<file path="config.mk">
export PLATFORM = sky130hd
export DESIGN_NAME = glitch_scheduler
export DESIGN_NICKNAME = d
export VERILOG_FILES = /design/src/rtl/glitch_scheduler.sv
export SDC_FILE = /design/constraint.sdc
export NUM_CORES = 1
export LEC_CHECK = 0
export CELL_PAD_IN_SITES_DETAIL_PLACEMENT = 0
export CELL_PAD_IN_SITES_GLOBAL_PLACEMENT = 2
export CORE_AREA = 2 2 134 136
export CTS_BUF_LIST = sky130_fd_sc_hd__clkbuf_2 sky130_fd_sc_hd__clkbuf_4 sky130_fd_sc_hd__clkbuf_8
export DETAILED_ROUTE_END_ITERATION = 10
export DIE_AREA = 0 0 136 138
export PLACE_DENSITY_LB_ADDON = 0.12
export REMOVE_ABC_BUFFERS = 1
export SYNTH_ARGS = -nofsm -noshare
export SYNTH_HDL_FRONTEND = slang
export SYNTH_SLANG_ARGS = --single-unit
</file>
<file path="constraint.sdc">
create_clock -name clk -period 2.9 [get_ports clk]
set_input_delay 0.29 -clock clk [delete_from_list [all_inputs] [get_ports clk]]
set_output_delay 0.29 -clock clk [all_outputs]
set_load 0.05 [all_outputs]
</file>
<file path="src/rtl/glitch_scheduler.sv">
// Timing controller ahead of the glitch injector: arm, wait for trigger, delay, then a burst of glitches.
// Define GLITCH_SCHED_LFSR_EN to add LFSR-based jitter to the trigger-to-glitch delay.
module glitch_scheduler #(
  parameter int DELAY_W = 16,
  parameter int WIDTH_W = 8,
  parameter int COUNT_W = 8
) (
  input  logic               clk,
  input  logic               reset,
  input  logic               arm,
  input  logic               abort,
  input  logic               trigger,
  input  logic [DELAY_W-1:0] cfg_delay,
  input  logic [WIDTH_W-1:0] cfg_width,
  input  logic [DELAY_W-1:0] cfg_gap,
  input  logic [COUNT_W-1:0] cfg_count,
  input  logic               cfg_specific,
  input  logic [DELAY_W-1:0] cfg_jitter_mask,
  output logic               enable,
  output logic               enable_specific,
  output logic               busy,
  output logic               done,
  output logic [COUNT_W-1:0] glitch_cnt
);

  typedef enum logic [2:0] {
    IDLE   = 3'd0,
    ARMED  = 3'd1,
    DELAY  = 3'd2,
    GLITCH = 3'd3,
    GAP    = 3'd4
  } state_t;

  state_t             state_r, state_nxt_s;
  logic [DELAY_W-1:0] cnt_r, cnt_nxt_s;
  logic [COUNT_W-1:0] glitch_cnt_r, glitch_cnt_nxt_s, glitch_cnt_inc_s;
  logic [DELAY_W-1:0] delay_r, gap_last_r, eff_delay_r, eff_delay_s;
  logic [WIDTH_W-1:0] width_last_r;
  logic [COUNT_W-1:0] count_r;
  logic               gap_zero_r, specific_r, trigger_q_r;
  logic               trig_edge_s, latch_s, capture_s, done_nxt_s;
  logic               enable_r, enable_specific_r, busy_r, done_r;

`ifdef GLITCH_SCHED_LFSR_EN
  logic [15:0]        lfsr_r;
  logic [DELAY_W-1:0] mask_r;
  logic [DELAY_W:0]   jitter_sum_s;

  // Free-running jitter source; the mask is captured with the rest of the config
  always_ff @(posedge clk) begin
    if (!reset) begin
      lfsr_r <= 16'hACE1;
      mask_r <= {DELAY_W{1'b0}};
    end else begin
      lfsr_r <= {lfsr_r[14:0], lfsr_r[15] ^ lfsr_r[13] ^ lfsr_r[12] ^ lfsr_r[10]};
      if (latch_s) begin
        mask_r <= cfg_jitter_mask;
      end
    end
  end

  assign jitter_sum_s = {1'b0, delay_r} + {1'b0, DELAY_W'(lfsr_r) & mask_r};
  assign eff_delay_s  = jitter_sum_s[DELAY_W] ? {DELAY_W{1'b1}} : jitter_sum_s[DELAY_W-1:0];
`else
  logic unused_jitter_s;
  assign unused_jitter_s = ^cfg_jitter_mask;
  assign eff_delay_s     = delay_r;
`endif

  assign trig_edge_s      = trigger & ~trigger_q_r;
  assign glitch_cnt_inc_s = (glitch_cnt_r == {COUNT_W{1'b1}}) ? glitch_cnt_r
                                                               : glitch_cnt_r + COUNT_W'(1);

  // Burst configuration, normalised at arm time so zero width/count mean one
  always_ff @(posedge clk) begin
    if (!reset) begin
      delay_r      <= {DELAY_W{1'b0}};
      width_last_r <= {WIDTH_W{1'b0}};
      gap_last_r   <= {DELAY_W{1'b0}};
      gap_zero_r   <= 1'b1;
      count_r      <= COUNT_W'(1);
      specific_r   <= 1'b0;
    end else if (latch_s) begin
      delay_r      <= cfg_delay;
      width_last_r <= (cfg_width == {WIDTH_W{1'b0}}) ? {WIDTH_W{1'b0}} : cfg_width - WIDTH_W'(1);
      gap_last_r   <= cfg_gap - DELAY_W'(1);
      gap_zero_r   <= (cfg_gap == {DELAY_W{1'b0}});
      count_r      <= (cfg_count == {COUNT_W{1'b0}}) ? COUNT_W'(1) : cfg_count;
      specific_r   <= cfg_specific;
    end
  end

  // Next-state and counter updates; abort overrides every state
  always_comb begin
    state_nxt_s      = state_r;
    cnt_nxt_s        = cnt_r;
    glitch_cnt_nxt_s = glitch_cnt_r;
    done_nxt_s       = 1'b0;
    latch_s          = 1'b0;
    capture_s        = 1'b0;
    if (abort) begin
      state_nxt_s = IDLE;
    end else begin
      case (state_r)
        IDLE: begin
          if (arm) begin
            state_nxt_s      = ARMED;
            latch_s          = 1'b1;
            glitch_cnt_nxt_s = {COUNT_W{1'b0}};
          end else begin
            state_nxt_s = IDLE;
          end
        end
        ARMED: begin
          if (trig_edge_s) begin
            state_nxt_s = DELAY;
            cnt_nxt_s   = {DELAY_W{1'b0}};
            capture_s   = 1'b1;
          end else begin
            state_nxt_s = ARMED;
          end
        end
        DELAY: begin
          if (cnt_r == eff_delay_r) begin
            state_nxt_s = GLITCH;
            cnt_nxt_s   = {DELAY_W{1'b0}};
          end else begin
            cnt_nxt_s = cnt_r + DELAY_W'(1);
          end
        end
        GLITCH: begin
          if (cnt_r == DELAY_W'(width_last_r)) begin
            glitch_cnt_nxt_s = glitch_cnt_inc_s;
            cnt_nxt_s        = {DELAY_W{1'b0}};
            if (glitch_cnt_inc_s < count_r) begin
              state_nxt_s = gap_zero_r ? GLITCH : GAP;
            end else begin
              state_nxt_s = IDLE;
              done_nxt_s  = 1'b1;
            end
          end else begin
            cnt_nxt_s = cnt_r + DELAY_W'(1);
          end
        end
        GAP: begin
          if (cnt_r == gap_last_r) begin
            state_nxt_s = GLITCH;
            cnt_nxt_s   = {DELAY_W{1'b0}};
          end else begin
            cnt_nxt_s = cnt_r + DELAY_W'(1);
          end
        end
        default: begin
          state_nxt_s = IDLE;
        end
      endcase
    end
  end

  // State, counters and registered outputs (outputs decoded from the next state)
  always_ff @(posedge clk) begin
    if (!reset) begin
      state_r           <= IDLE;
      cnt_r             <= {DELAY_W{1'b0}};
      glitch_cnt_r      <= {COUNT_W{1'b0}};
      eff_delay_r       <= {DELAY_W{1'b0}};
      trigger_q_r       <= 1'b0;
      enable_r          <= 1'b0;
      enable_specific_r <= 1'b0;
      busy_r            <= 1'b0;
      done_r            <= 1'b0;
    end else begin
      state_r           <= state_nxt_s;
      cnt_r             <= cnt_nxt_s;
      glitch_cnt_r      <= glitch_cnt_nxt_s;
      trigger_q_r       <= trigger;
      enable_r          <= (state_nxt_s == GLITCH) & ~specific_r;
      enable_specific_r <= (state_nxt_s == GLITCH) & specific_r;
      busy_r            <= (state_nxt_s != IDLE);
      done_r            <= done_nxt_s;
      if (capture_s) begin
        eff_delay_r <= eff_delay_s;
      end
    end
  end

  assign enable          = enable_r;
  assign enable_specific = enable_specific_r;
  assign busy            = busy_r;
  assign done            = done_r;
  assign glitch_cnt      = glitch_cnt_r;

endmodule

</file>
# Word level (Yosys, flattened, before mapping)
# Cells that the tools add are included.
# W data, S select, Z words.
[word_totals]
elab_cells = 78
out_inout_bits = 12
reg_bits = 98
input_bits = 70
[classes]
n_bitwise = 9
magnitude_cmp = 1
n_addsub = 4
eq_ne = 12
mux = 27
n_reduce_logical = 10
[op_table]
columns = ["cell", "n"]
rows = [
  ["$mux W16", 4],
  ["$pmux W16 S4", 1],
  ["$mux W8", 5],
  ["$eq A16 B16 Y1", 2],
  ["$mux W3", 6],
  ["$add A16 B1 Y16 const B", 1],
  ["$eq A16 B8 Y1", 1],
  ["$logic_not A16 Y1", 1],
  ["$logic_not A8 Y1", 2],
  ["$pmux W8 S2", 1],
  ["$sub A16 B1 Y16 const B", 1],
  ["$pmux W3 S5", 1],
  ["$eq A3 B2 Y1 const B", 3],
  ["$add A8 B1 Y8 const B", 1],
  ["$eq A8 B8 Y1 const B", 1],
  ["$lt A8 B8 Y1", 1],
  ["$mux W1", 8],
  ["$sub A8 B1 Y8 const B", 1],
  ["$ne A2 B2 Y1 const B", 3],
  ["$not A1 Y1", 6],
  ["$reduce_and A4 Y1", 1],
  ["$reduce_bool A4 Y1", 1],
  ["$reduce_or A4 Y1", 1],
  ["$and A1 B1 Y1", 3],
  ["7 further kinds", 7],
]

# Logic depth before layout (Yosys ltp)
[depth]
depth_word = 9
mapped_depth = 11
depth_no_buf = 11

# Worst setup path after synthesis
# OpenSTA, ideal clock, no wires.
[synth_path]
kind = "reg-to-reg"
from = "register glitch_cnt_r[0] (netlist: glitch_cnt[0])"
to = "register busy_r (netlist: busy)"
arrival_ns = 3.193
setup_time_ns = 0.149
path_stages_with_launch = 11
setup_slack_ns = -0.442
required_time_ns = 2.751
synth_period_minus_slack_ns = 3.342
path_buffers = 0
cell_sequence = "dfxtp_1 > ha_1 > and4_1 > nand4_1 > mux2_2 > ha_1 > nand4_1 > a221o_1 > and3_1 > nor3_1 > a41oi_1"
[synth_between]
elab_chain_cells = 8
elab_cells_between_ends = 9
classes_between = "add/sub (1); order compare (1); eq/ne (1); mux (5); reduce/logical (1)"
[synth_lines]
columns = ["item", "line_no", "text"]
rows = [
  ["start: declaration", "36", "logic [COUNT_W-1:0] glitch_cnt_r, glitch_cnt_nxt_s, glitch_cnt_inc_s;"],
  ["start signal: assignment", "165", "glitch_cnt_r <= {COUNT_W{1'b0}};"],
  ["start signal: assignment", "175", "glitch_cnt_r <= glitch_cnt_nxt_s;"],
  ["$add A8 B1 Y8 / $eq A8 B8 Y1 (equally long branches)", "72, 71", ""],
  ["$mux W8 (*)", "71", "assign glitch_cnt_inc_s = (glitch_cnt_r == {COUNT_W{1'b1}}) ? glitch_cnt_r"],
  ["$lt A8 B8 Y1 (*)", "135", "if (glitch_cnt_inc_s < count_r) begin"],
  ["$mux W3 (*)", "135", ""],
  ["$mux W3 (*)", "132", "if (cnt_r == DELAY_W'(width_last_r)) begin"],
  ["$pmux W3 S5 (*)", "104", "case (state_r)"],
  ["$mux W3 (*)", "101", "if (abort) begin"],
  ["$reduce_bool A3 Y1 (*)", "179", "busy_r <= (state_nxt_s != IDLE);"],
  ["end signal: assignment", "179", ""],
  ["end: declaration", "42", "logic enable_r, enable_specific_r, busy_r, done_r;"],
]
# Mark *: on every way between the ends. The rest lies on a longest branch, timed or not.
# A chain may end at the register's enable or synchronous reset.

# Final worst setup path
# Ends and elaborated chain as after synthesis.

==> flow_metrics.py <==
metrics = {
    "run_status": {
        "outcome": "finished clean",
    },
    "sta": {
        "rsz0062_at_grt": "yes",
        "fin_crit_ns": 2.80,
        "worstMarginPinSlew_ns": 0.778,
        "finalMaxSlewViolations": 0,
        "setup-violations-final": 0,
        "fmaxAchievable_ghz": 0.357,
        "skew_ns": 0.00941,
        "hold_viol": 0,
        "period_share_pct": 96.5,
        "maxSlewHeadroom_pct": 48.2,
    },
    "yosys": {
        "yosysUniqueCellTypes": 54,
        "synthCells": 620,
        "yosys_warnings": 0,
        "avgSynthCellArea_um2": 7.97,
        "yosys.area.top_type": "dfxtp_1",
        "yosys_most_used_dff": "dfxtp_1",
        "synth_top_area_share_pct": 39.7,
        "synth_area_um2": 4940,
        "synthTopCellsByCount": "106 x nand2_1, 98 x dfxtp_1, 64 x a21oi_1",
        "synthTopCellsByArea": "dfxtp_1 40%, nand2_1 8.1%, xnor2_1 7.6%",
        "synth_edf_count": 0,
        "synthArstFlopShare_pct": 0,
        "ys_seq_area_share_pct": 39.7,
        "yosys.cell_count.top_type": "nand2_1",
        "ys_ff_latch": 98,
    },
    "critical_path": {
        "endpoint_kind": "flop",
        "critPathTopFamily": "simple AND/OR/NAND/NOR gates",
        "crit_buf_inv": 1,
        "cp-start-kind": "flop",
        "crit_path_top_delay_cell": "mux2_4",
        "slowest_delay_ns": 0.41,
        "critical_path_required_ns": 3.16,
        "critPathKind": "reg -> reg",
        "crit_chain": "ha_4 > and4_4 > nand4_1 > mux2_4 > ha_4 > nand4_1 > a221o_1 > and3_4 > nor3_4 > buf_6 > a41oi_1",
        "worst-path-max-fanout": 5,
        "critPathArrivalTime_ns": 3.06,
    },
    "power": {
        "vdd_drop_max_v": 0.000215,
        "powerDensity_nw_per_um2": 436,
        "leakagePower_uw": 0.00227,
        "fin_total_pwr_uw": 2700,
    },
    "detailed_routing": {
        "first_iter_violations": 162,
        "viasPerCell": 4.72,
        "routedWlPerCell_um": 14.5,
        "drc": 0,
        "finalWirelength_um": 13200,
        "vias": 4313,
        "dr.pass1.iters": 4,
        "drtAntennaViolNets": 0,
    },
    "final_layout": {
        "drive_gt1_share_pct": 9.93,
        "fin_util_pct": 35.3,
        "nets": 761,
        "n_antenna_cell": 0,
        "area_delta_synth_final_pct": 25.3,
    },
    "die": {
        "dieHeight_um": 138,
        "row_count": 49,
        "die-area_um2": 18800,
        "core_um2": 17500,
        "initial_core_util_pct": 28.2,
        "io_pins": 82,
        "fp.dieW_um": 136,
    },
    "global_routing": {
        "grt_antenna_before_repair": 0,
        "grt_pass1_vias": 4166,
        "grt_usage_pct": 14.5,
        "grt_pass1_wl_um": 21300,
        "overflow": 0,
        "grt_max_degree": 72,
    },
    "clocking": {
        "cts_tree": "built",
        "clk_latency_ns": 0.39,
        "clock_path_buffers": 2,
        "htreeDepth": 3,
        "cts_made_buffers": 9,
        "cts.root.buffer_cell": "clkbuf_8",
        "clk_pin_slew_ns": 0.10,
        "cts.sinks": 98,
    },
    "place": {
        "globalplace.congestion": 0.790,
        "portBuffers": 65,
        "hpwl_um": 9700,
    },
    "hold_path": {
        "min_path_type": "in -> reg",
    },
    "job": {
        "cap_violations": 0,
    },
}
per-layer routing:
| metal | vias up | wire, µm | global-route usage (%) |
|---|---|---|---|
| met1 | 2004 | 6030 | 18.2 |
| met3 | 12 | 438 | 3.04 |
| met2 | 66 | 6530 | 24.6 |
| met5 | - | 0 | 0 |
| li1 | 2231 | - | - |
| met4 | 0 | 221 | 4.82 |
path summary, 6_finish.rpt:
check        cells after the start           from  slack [ns]              end
max                             11  glitch_cnt[0]        0.10             busy
min                              3  cfg_delay[12]        0.44      delay_r[12]
max reg2reg                     11  glitch_cnt[0]        0.10             busy
min reg2reg                      2    delay_r[14]        0.46  eff_delay_r[14]
report_power, final:
| part | switching [µW] | internal [µW] |
|---|---|---|
| clock network | 516 | 437 |
| registers | 29.1 | 1390 |
| logic | 163 | 163 |
cell families after synthesis:
group	after synthesis	synth area share (%)
mux	4	0.835
buf+inv	64	5.19
xor+xnor	73	12.9
compound gates	114	14.1
simple gates	256	24.4
fa+ha+maj	11	2.78
flops	98	39.7
tightest hold or removal path: stages:
cell and delay (ns):
clkdlybuf4s50_1 0.40, nand2_1 0.06, a21oi_1 0.05
area by class of cell:
type	count	area [µm²]
Fill cell	1927	11300
Multi-Input combinational cell	458	2790
Tap cell	229	287
Timing Repair Buffer	93	865
Sequential cell	98	1960
Clock inverter	5	61.3
Inverter	20	75.1
Clock buffer	11	145
registers in the layout, summed over array words and instances, names as in the netlist:
name             cells
glitch_cnt           8
count_r              8
enable               1
delay_r             16
gap_zero_r           1
done                 1
eff_delay_r         16
trigger_q_r          1
gap_last_r          16
cnt_r               16
enable_specific      1
specific_r           1
busy                 1
state_r              3
width_last_r         8
cell usage in the layout (no fill, tap or decap), types with 6 or more instances in the layout:
master	netlist	routed
or4_1	6	6
nand3_1	8	8
clkbuf_8	0	10
xnor2_1	43	43
o21ai_0	7	6
a21oi_1	64	64
xor2_1	30	30
buf_4	1	27
nor2_1	63	63
nor4_1	12	11
ha_1	11	9
nand4_1	13	13
nand2_1	106	106
dfxtp_1	98	96
a211oi_1	16	16
inv_1	19	19
nor3_1	11	10
clkdlybuf4s50_1	0	65
stage by stage:
stage / worst slack (ns) / instances / TNS [ns] / area [µm²] / hold WS (ns)
detailed placement: -0.0801 / 896 / -0.113 / 5900 / 0.447
CTS: 0.0138 / 913 / 0 / 6120 / 0.417
finish: 0.102 / 914 / 0 / 6190 / 0.439
global route: -0.0672 / 914 / -0.0672 / 6190 / 0.426
floorplan: -0.452 / 576 / -2.03 / 4760 / 0.362
global placement: -0.0652 / 896 / -0.0732 / 5900 / 0.444
repair_timing:
action                                 CTS  global route
setup buffers                            1             1
pin swaps                                0             5
hold buffers                             0             0
setup endpoints to repair                5             6
endpoints found under the hold margin    0             0
resized for setup                        3            14
Power figures use the tool's default switching activity.
